--- src/rtl/tone_sequencer_if.sv ---
// Button request / tone output bundle for tone_sequencer.
// master = requester/tone generator side, slave = sequencer.
interface tone_sequencer_if;
  logic [2:0]  btn;
  logic [14:0] Hz;
  logic        tone_en;
  logic        busy;
  logic [1:0]  melody_id;
  logic [2:0]  note_idx;

  modport master (
    output btn,
    input  Hz, tone_en, busy, melody_id, note_idx
  );

  modport slave (
    input  btn,
    output Hz, tone_en, busy, melody_id, note_idx
  );
endinterface

--- src/rtl/tone_sequencer.sv ---
// ROM-driven melody player: button grant, timed notes and gaps.
// Optional macro TONE_SEQ_REPEAT_EN: replay while the granted button is held.
module tone_sequencer #(
  parameter int TICK_DIV  = 100000,
  parameter int GAP_TICKS = 20
) (
  input  logic         clk,
  input  logic         rst,
  tone_sequencer_if.slave bus
);

  typedef enum logic [2:0] {
    IDLE, LOAD, PLAY, GAP, DONE
  } state_t;

  localparam logic [19:0] PRE_MAX  = 20'(TICK_DIV - 1);
  localparam logic [7:0]  GAP_LAST = 8'(GAP_TICKS - 1);

  state_t      state_q, state_d;
  logic [14:0] hz_q, hz_d;
  logic        en_q, en_d;
  logic        busy_q, busy_d;
  logic [1:0]  mel_q, mel_d;
  logic [2:0]  idx_q, idx_d;
  logic [19:0] pre_q, pre_d;
  logic [7:0]  tick_q, tick_d;
  logic [7:0]  dur_q, dur_d;

  logic [22:0] entry;
  logic [2:0]  gnt;
  logic        tick_end;
  logic        play_end;
  logic        gap_end;
  logic        rearm;

  // {half_period, dur}; half_period 0 = rest, dur 0 = end
  function automatic logic [22:0] rom(
    input logic [1:0] m,
    input logic [2:0] i
  );
    case ({m, i})
      5'b00_000: rom = {15'd1136, 8'd4};
      5'b00_001: rom = {15'd0,    8'd2};
      5'b00_010: rom = {15'd758,  8'd3};
      5'b01_000: rom = {15'd568,  8'd2};
      5'b01_001: rom = {15'd0,    8'd1};
      5'b01_010: rom = {15'd851,  8'd2};
      5'b10_000: rom = {15'd1517, 8'd1};
      5'b10_001: rom = {15'd1276, 8'd1};
      5'b10_010: rom = {15'd1012, 8'd1};
      5'b10_011: rom = {15'd851,  8'd1};
      5'b10_100: rom = {15'd758,  8'd1};
      5'b10_101: rom = {15'd676,  8'd1};
      5'b10_110: rom = {15'd602,  8'd1};
      5'b10_111: rom = {15'd568,  8'd1};
      default:   rom = '0;
    endcase
  endfunction

  assign entry    = rom(mel_q, idx_q);
  assign gnt      = bus.btn & (~bus.btn + 3'd1);
  assign tick_end = (pre_q == PRE_MAX);
  assign play_end = tick_end && (tick_q == dur_q - 8'd1);
  assign gap_end  = tick_end && (tick_q == GAP_LAST);

`ifdef TONE_SEQ_REPEAT_EN
  logic [3:0] btn4;
  assign btn4  = {1'b0, bus.btn};
  assign rearm = btn4[mel_q];
`else
  assign rearm = 1'b0;
`endif

  always_comb begin
    state_d = state_q;
    hz_d    = hz_q;
    en_d    = en_q;
    busy_d  = busy_q;
    mel_d   = mel_q;
    idx_d   = idx_q;
    dur_d   = dur_q;
    pre_d   = '0;
    tick_d  = '0;
    case (state_q)
      IDLE: begin
        if (|bus.btn) begin
          state_d = LOAD;
          busy_d  = 1'b1;
          idx_d   = '0;
          unique case (1'b1)
            gnt[0]:  mel_d = 2'd0;
            gnt[1]:  mel_d = 2'd1;
            gnt[2]:  mel_d = 2'd2;
            default: mel_d = 2'd3;
          endcase
        end
      end
      LOAD: begin
        if (entry[7:0] == 8'd0) begin
          state_d = DONE;
        end else begin
          hz_d    = entry[22:8];
          en_d    = |entry[22:8];
          dur_d   = entry[7:0];
          state_d = PLAY;
        end
      end
      PLAY: begin
        pre_d  = tick_end ? '0 : pre_q + 20'd1;
        tick_d = tick_end ? tick_q + 8'd1 : tick_q;
        if (play_end) begin
          en_d   = 1'b0;
          pre_d  = '0;
          tick_d = '0;
          if (GAP_TICKS != 0) begin
            state_d = GAP;
          end else if (idx_q == 3'd7) begin
            state_d = DONE;
          end else begin
            idx_d   = idx_q + 3'd1;
            state_d = LOAD;
          end
        end
      end
      GAP: begin
        pre_d  = tick_end ? '0 : pre_q + 20'd1;
        tick_d = tick_end ? tick_q + 8'd1 : tick_q;
        if (gap_end) begin
          pre_d  = '0;
          tick_d = '0;
          if (idx_q == 3'd7) begin
            state_d = DONE;
          end else begin
            idx_d   = idx_q + 3'd1;
            state_d = LOAD;
          end
        end
      end
      DONE: begin
        en_d = 1'b0;
        if (rearm) begin
          state_d = LOAD;
          idx_d   = '0;
        end else begin
          state_d = IDLE;
          busy_d  = 1'b0;
          mel_d   = 2'd3;
          idx_d   = '0;
        end
      end
      default: state_d = IDLE;
    endcase
  end

  always_ff @(posedge clk or posedge rst) begin
    if (rst) begin
      state_q <= IDLE;
      hz_q    <= '0;
      en_q    <= 1'b0;
      busy_q  <= 1'b0;
      mel_q   <= 2'd3;
      idx_q   <= '0;
      pre_q   <= '0;
      tick_q  <= '0;
      dur_q   <= '0;
    end else begin
      state_q <= state_d;
      hz_q    <= hz_d;
      en_q    <= en_d;
      busy_q  <= busy_d;
      mel_q   <= mel_d;
      idx_q   <= idx_d;
      pre_q   <= pre_d;
      tick_q  <= tick_d;
      dur_q   <= dur_d;
    end
  end

  assign bus.Hz        = hz_q;
  assign bus.tone_en   = en_q;
  assign bus.busy      = busy_q;
  assign bus.melody_id = mel_q;
  assign bus.note_idx  = idx_q;

endmodule

--- src/flat_wrapper.sv ---
// flat-port wrapper written by rule: the top's interface ports become plain ports
module tone_sequencer_flat 
#(
  parameter int TICK_DIV  = 100000,
  parameter int GAP_TICKS = 20
)
  (clk, rst, bus_btn, bus_Hz, bus_tone_en, bus_busy, bus_melody_id, bus_note_idx);
  tone_sequencer_if bus_i ();
  input  logic clk;
  input  logic rst;
  input wire logic [$bits(bus_i.btn)-1:0] bus_btn;
  output wire logic [$bits(bus_i.Hz)-1:0] bus_Hz;
  output wire logic [$bits(bus_i.tone_en)-1:0] bus_tone_en;
  output wire logic [$bits(bus_i.busy)-1:0] bus_busy;
  output wire logic [$bits(bus_i.melody_id)-1:0] bus_melody_id;
  output wire logic [$bits(bus_i.note_idx)-1:0] bus_note_idx;
  assign bus_i.btn = bus_btn;
  assign bus_Hz = bus_i.Hz;
  assign bus_tone_en = bus_i.tone_en;
  assign bus_busy = bus_i.busy;
  assign bus_melody_id = bus_i.melody_id;
  assign bus_note_idx = bus_i.note_idx;
  tone_sequencer #(.TICK_DIV(TICK_DIV), .GAP_TICKS(GAP_TICKS)) u_core (.clk(clk), .rst(rst), .bus(bus_i));
endmodule
--- config.mk ---
export PLATFORM = sky130hd
export DESIGN_NAME = tone_sequencer_flat
export DESIGN_NICKNAME = d
export VERILOG_FILES = /design/src/rtl/tone_sequencer_if.sv /design/src/rtl/tone_sequencer.sv /design/src/flat_wrapper.sv
export SDC_FILE = /design/constraint.sdc
export NUM_CORES = 1
export LEC_CHECK = 0
export BUFFER_PORTS_ARGS = -buffer_cell sky130_fd_sc_hd__buf_2
export CAP_MARGIN = 5
export CORE_UTILIZATION = 58
export CTS_CLUSTER_SIZE = 20
export DETAILED_ROUTE_END_ITERATION = 10
export GPL_ROUTABILITY_DRIVEN = 0
export PLACE_DENSITY = 0.74
export REMOVE_ABC_BUFFERS = 1
export SETUP_SLACK_MARGIN = 0.3
export SYNTH_ARGS = -nofsm -noshare
export SYNTH_HDL_FRONTEND = slang
export SYNTH_SLANG_ARGS = --single-unit
--- constraint.sdc ---
create_clock -name clk -period 5 [get_ports clk]
set_input_delay 0.25 -clock clk [delete_from_list [all_inputs] [get_ports clk]]
set_output_delay 0.25 -clock clk [all_outputs]
set_load 0.01 [all_outputs]
# Yosys cells after proc, flatten, opt, wreduce, memory -nomap -nowiden
# Memories as Yosys holds them, arrays and structs flattened.
# Cells that the tools add are included.
dict set report word_totals {
  output_inout_bits 22
  ff_bits 61
  n_memories 1
  romBits 448
  input_bits 5
}
dict set report op_classes {
  n_reduce_logical 14
  muxes 26
  eq_ne 13
  addsub 5
  bitwise_logic 3
}
# memory words word_bits rd rd_clocked_by_memory_dff wr line
set memory_table {}
lappend memory_table {{(no name shown)} 32 14 1 0 0 tone_sequencer.sv:41} ;# case ({m, i})
# op n
set op_table {}
lappend op_table {{$mux W20} 3}
lappend op_table {{$pmux W20 S2} 1}
lappend op_table {{$mux W3} 8}
lappend op_table {{$mux W8} 3}
lappend op_table {{$add A20 B1 Y20 const B} 1}
lappend op_table {{$eq A20 B17 Y1 const B} 1}
lappend op_table {{$pmux W8 S2} 1}
lappend op_table {{$reduce_or A15 Y1} 1}
lappend op_table {{$pmux W3 S4} 1}
lappend op_table {{$pmux W3 S3} 1}
lappend op_table {{$add A8 B1 Y8 const B} 1}
lappend op_table {{$eq A8 B5 Y1 const B} 1}
lappend op_table {{$eq A8 B8 Y1} 1}
lappend op_table {{$logic_not A8 Y1} 1}
lappend op_table {{$sub A8 B1 Y8 const B} 1}
lappend op_table {{$add A3 B1 Y3 const B} 2}
lappend op_table {{$eq A3 B2 Y1 const B} 2}
lappend op_table {{$eq A3 B3 Y1 const B} 2}
lappend op_table {{$ne A2 B1 Y1 const B} 3}
lappend op_table {{$pmux W2 S3} 1}
lappend op_table {{$reduce_and A3 Y1} 2}
lappend op_table {{$reduce_bool A3 Y1} 2}
lappend op_table {{$ne A2 B2 Y1 const B} 2}
lappend op_table {{$pmux W2 S2} 1}
lappend op_table {{14 further kinds} 18}

# Depth between registers and ports, before layout
dict set report depth {
  depth_word 6
  ltp_mapped 8
  ltp_nobuf 8
}

# Least setup slack after synthesis
# Ideal clock, no wire load.
dict set report synth_timing {
  kind {flip-flop to flip-flop}
  from {register u_core.idx_q[1], in the netlist u_core.bus.note_idx[1]}
  to {register u_core.hz_q[5], in the netlist u_core.bus.Hz[5]}
  path_stages_with_launch 8
  slack_ns 2.505
  t_arrival_ns 2.370
  required_ns 4.875
  setup_time_ns 0.125
  path_cell_list {dfrtp_1 > inv_1 > ha_1 > mux2_2 > o21ai_0 > a311oi_2 > clkbuf_1 > mux2_2}
}
dict set report synth_between {
  elab_chain_len 4
}
# item line
set synth_rtl {}
lappend synth_rtl {{start: declaration} tone_sequencer.sv:24} ;# logic [2:0] idx_q, idx_d;
lappend synth_rtl {{start signal: assignment} tone_sequencer.sv:172} ;# idx_q <= idx_d;
lappend synth_rtl {{$mem_v2 Z32 W14 (*)} --}
lappend synth_rtl {{$logic_not A8 Y1} tone_sequencer.sv:99} ;# if (entry[7:0] == 8'd0) begin
lappend synth_rtl {{$not A1 Y1 (no source line)} --}
lappend synth_rtl {{$reduce_and A2 Y1 (no source line)} --}
lappend synth_rtl {{end signal: assignment} tone_sequencer.sv:168} ;# hz_q <= hz_d;
lappend synth_rtl {{end: declaration} tone_sequencer.sv:20} ;# logic [14:0] hz_q, hz_d;
# Mark *: on every way between the ends. The rest lies on a longest branch, timed or not.
# A chain may end at the register's enable or synchronous reset.

# Final worst setup path
dict set report layout_timing {
  from {register u_core.idx_q[1], in the netlist u_core.bus.note_idx[1]}
  to {register u_core.hz_q[6], in the netlist u_core.bus.Hz[6]}
}
# The elaborated chain is that of the path after synthesis.

==> metrics.cfg <==
[status]
status=finished, final reports clean

[yosys]
synth_area_leaders=dfrtp_1 (41%), ha_1 (6.2%), mux2_2 (4.9%)
ys_ff_latch=51
synth_ff_type=dfrtp_1
synth_mux_area_share_pct=5.185
synth_top_family_by_area=simple AND/OR/NAND/NOR gates
yosysUniqueCellTypes=50
syn_area_per_cell_um2=9.398
synth_top_cell_area_share_pct=40.65
synth-xor-area-share_pct=7.839
synthSimpleGateAreaFrac_pct=22.73
synthArstFlopShare_pct=100.0
synth_top_area_cell=dfrtp_1
synth-compound-area-share_pct=9.830
syn_area_um2=3017
synthAdderAreaFrac_pct=6.553
synth_edf_count=0
yosys_warnings=0
synth-seq-area-share_pct=42.39
syn_inst=321

[sta]
tns_ps=0
fmax_ghz=0.3398
hold_viol=0
fin_skew_ps=3.572
rsz0062_at_grt=no
post-route-min-period_ps=2943
tightestPinTransition_ps=1165
whs_ps=182.7
setup_viol=0
timing.slew.headroom_pct=22.35
drv_slew=0
fin_crit_sh_pct=58.86

[routing]
remaining_drc_errors=0
wl_met1_mm=2.728
first_iter_violations=128
dr.pass1.iters=4
top_layer_used=met4
dr_wl_met3_um=145
met2RoutedLength_mm=2.930
vias=2292
ant_nets=0
wl_per_cell_um=14.59
vias_per_cell=5.673
wirelength_mm=5.893

[die]
core-area_um2=4848
ios=27
fp.dieH_um=74.12
initial_core_util_pct=62.22
rows=25
dieArea_um2=5494
die_w_um=74.12

[worst_setup_path]
crit_path_max_fanout=15
crit_arrival_ps=3130
slowest_delay_ps=1040
cp.required_ps=5190
cp-start-kind=flip-flop
end_kind=flip-flop
path_cells=inv_1 -> ha_1 -> mux2_2 -> o21ai_0 -> a311oi_2 -> mux2_2
path_class=flip-flop to flip-flop
cpMostUsedCell=mux2_2
slowest_stage=a311oi_2

[global_route]
grt_max_degree=52
track_usage_pct=24.24
grt_pass1_vias=2178
grt_pass1_wl_mm=10.20
antenna_found_initial=0
grt_overflow_total=0

[pwr]
seq_power_share_pct=45.1
powerDensity_nw_per_um2=390.8
pwr-share-clk_pct=23.3
internal_power_w=0.0008293
p_sw_w=0.0004390
power.leakage_nw=1.478
ir_drop_v=0.0001902
comb_power_share_pct=31.6
switching_share_pct=34.61

[place]
place_inst=396
port_buffers=22
dpl.hpwl_mm=4.114

[final_layout]
area_growth_pct=7.590
drive_gt1_share_pct=16.62
nFillCells=406
layout_common_cells=dfrtp_1 (49), nor2_1 (37), buf_2 (22)
diodes=0
final_common_cell=dfrtp_1
final_cell_count_no_fill=404
nNetsFinal=356

[cts]
cts-hold-fix-buffers=0
htree_num_levels=2
root_buffer=clkbuf_8
cts_tree=done
clkTransAtPathRegs_ps=90
cts_setup_buffers=0
cts.sinks=51
cts.repair.resized=0
clock_path_buffers=2
clkLatencyLatePin_ps=300
cts_made_buffers=5

[run]
cap_violations=0

[hold_path]
worstHoldPathType=input pin to async pin

-- worst max-delay path: cells and delay by family, from the launching register on --
family,cells,cell delay [ps]
AOI/OAI and AO/OA,2,1180
muxes,2,590
DFF,1,500
adders and majority gates,1,370
buffers and inverters,1,190
-- layer usage --
layer  up-vias  GRT usage, %
met5         -             0
met4         0         8.547
met3        10         4.607
met2        48         39.70
met1      1096         32.23
li1       1138             -
-- power groups by stage --
stage	Clock [W]	Sequential, W	Combinational [W]
3_5_place_dp	0	0.000579	0.000404
4_1_cts	0.000308	0.000571	0.000406
2_1_floorplan	0	0.000580	0.000279
5_1_grt	0.000323	0.000586	0.000456
6_report	0.000296	0.000572	0.000400
3_3_place_gp	0	0.000575	0.000392
-- Yosys cell counts, types with 2 or more instances --
cell type / count
nand3b_1: 3
dfrtp_1: 49
or3b_2: 3
o32ai_1: 2
nor4_1: 5
o21ai_0: 16
nand4_1: 9
mux2_2: 13
or2_2: 2
xnor2_1: 11
buf_2: 3
or3_1: 3
nor2_1: 37
clkbuf_1: 8
dfstp_2: 2
xor2_1: 16
o31ai_1: 2
and4_1: 2
inv_1: 18
o2bb2ai_1: 2
nand3_1: 19
nand2_1: 18
a21oi_1: 14
nand2b_1: 6
nor3_1: 8
buf_4: 5
o22a_1: 2
ha_1: 15
nor2b_1: 3
or4_1: 5
-- logic make-up after synthesis --
| logic type | after synthesis |
|---|---|
| AND/OR/NAND/NOR | 130 |
| other | 1 |
| adder cells (fa/ha/maj) | 16 |
| buffers and inverters | 35 |
| XOR/XNOR | 27 |
| AO/OA/AOI/OAI | 47 |
| multiplexers | 14 |
| flip-flops | 51 |
-- path summary, 6_finish.rpt --
check                                        from  depth (start not counted)                       to  slack, ps
min in group clk                       bus_btn[2]                          4  u_core.bus.melody_id[0]        210
max                        u_core.bus.note_idx[1]                          6         u_core.bus.Hz[6]       2060
max reg2reg                u_core.bus.note_idx[1]                          6         u_core.bus.Hz[6]       2060
min                                           rst                          2         u_core.bus.Hz[9]        180
max in group asynchronous                     rst                          2         u_core.bus.Hz[4]       4150
min reg2reg                       u_core.pre_q[0]                          1          u_core.pre_q[0]        490
-- registers in the layout (all words and copies together), names as in the netlist --
signal,flops
u_core.pre_q,20
u_core.bus.Hz,10
u_core.tick_q,8
u_core.bus.note_idx,3
u_core.dur_q,3
u_core.state_q,3
u_core.bus.melody_id,2
u_core.bus.busy,1
u_core.bus.tone_en,1
-- cell type report --
class / instances / area, um2 / share of cell area [%]
multi-input combinational: 238 / 1588 / 48.92
sequential: 51 / 1279 / 39.40
timing repair buffer: 22 / 110.1 / 3.392
tap: 67 / 83.83 / 2.583
clock buffer: 6 / 82.58 / 2.544
inverter: 18 / 67.56 / 2.082
clock inverter: 2 / 35.03 / 1.079
-- per-stage QoR --
step | utilization, % | power (W) | instance area [um2] | worst slack [ps]
2_1_floorplan | - | 0.0008589 | 2934 | 2505
3_3_place_gp | 64.52 | 0.0009674 | 3128 | 2133
3_5_place_dp | 64.52 | 0.0009831 | 3128 | 2077
4_1_cts | 66.94 | 0.001285 | 3246 | 2060
5_1_grt | 66.94 | 0.001365 | 3246 | 1899
6_report | 66.94 | 0.001268 | 3246 | 2057
Note: power is estimated with default switching activity, not from simulation.
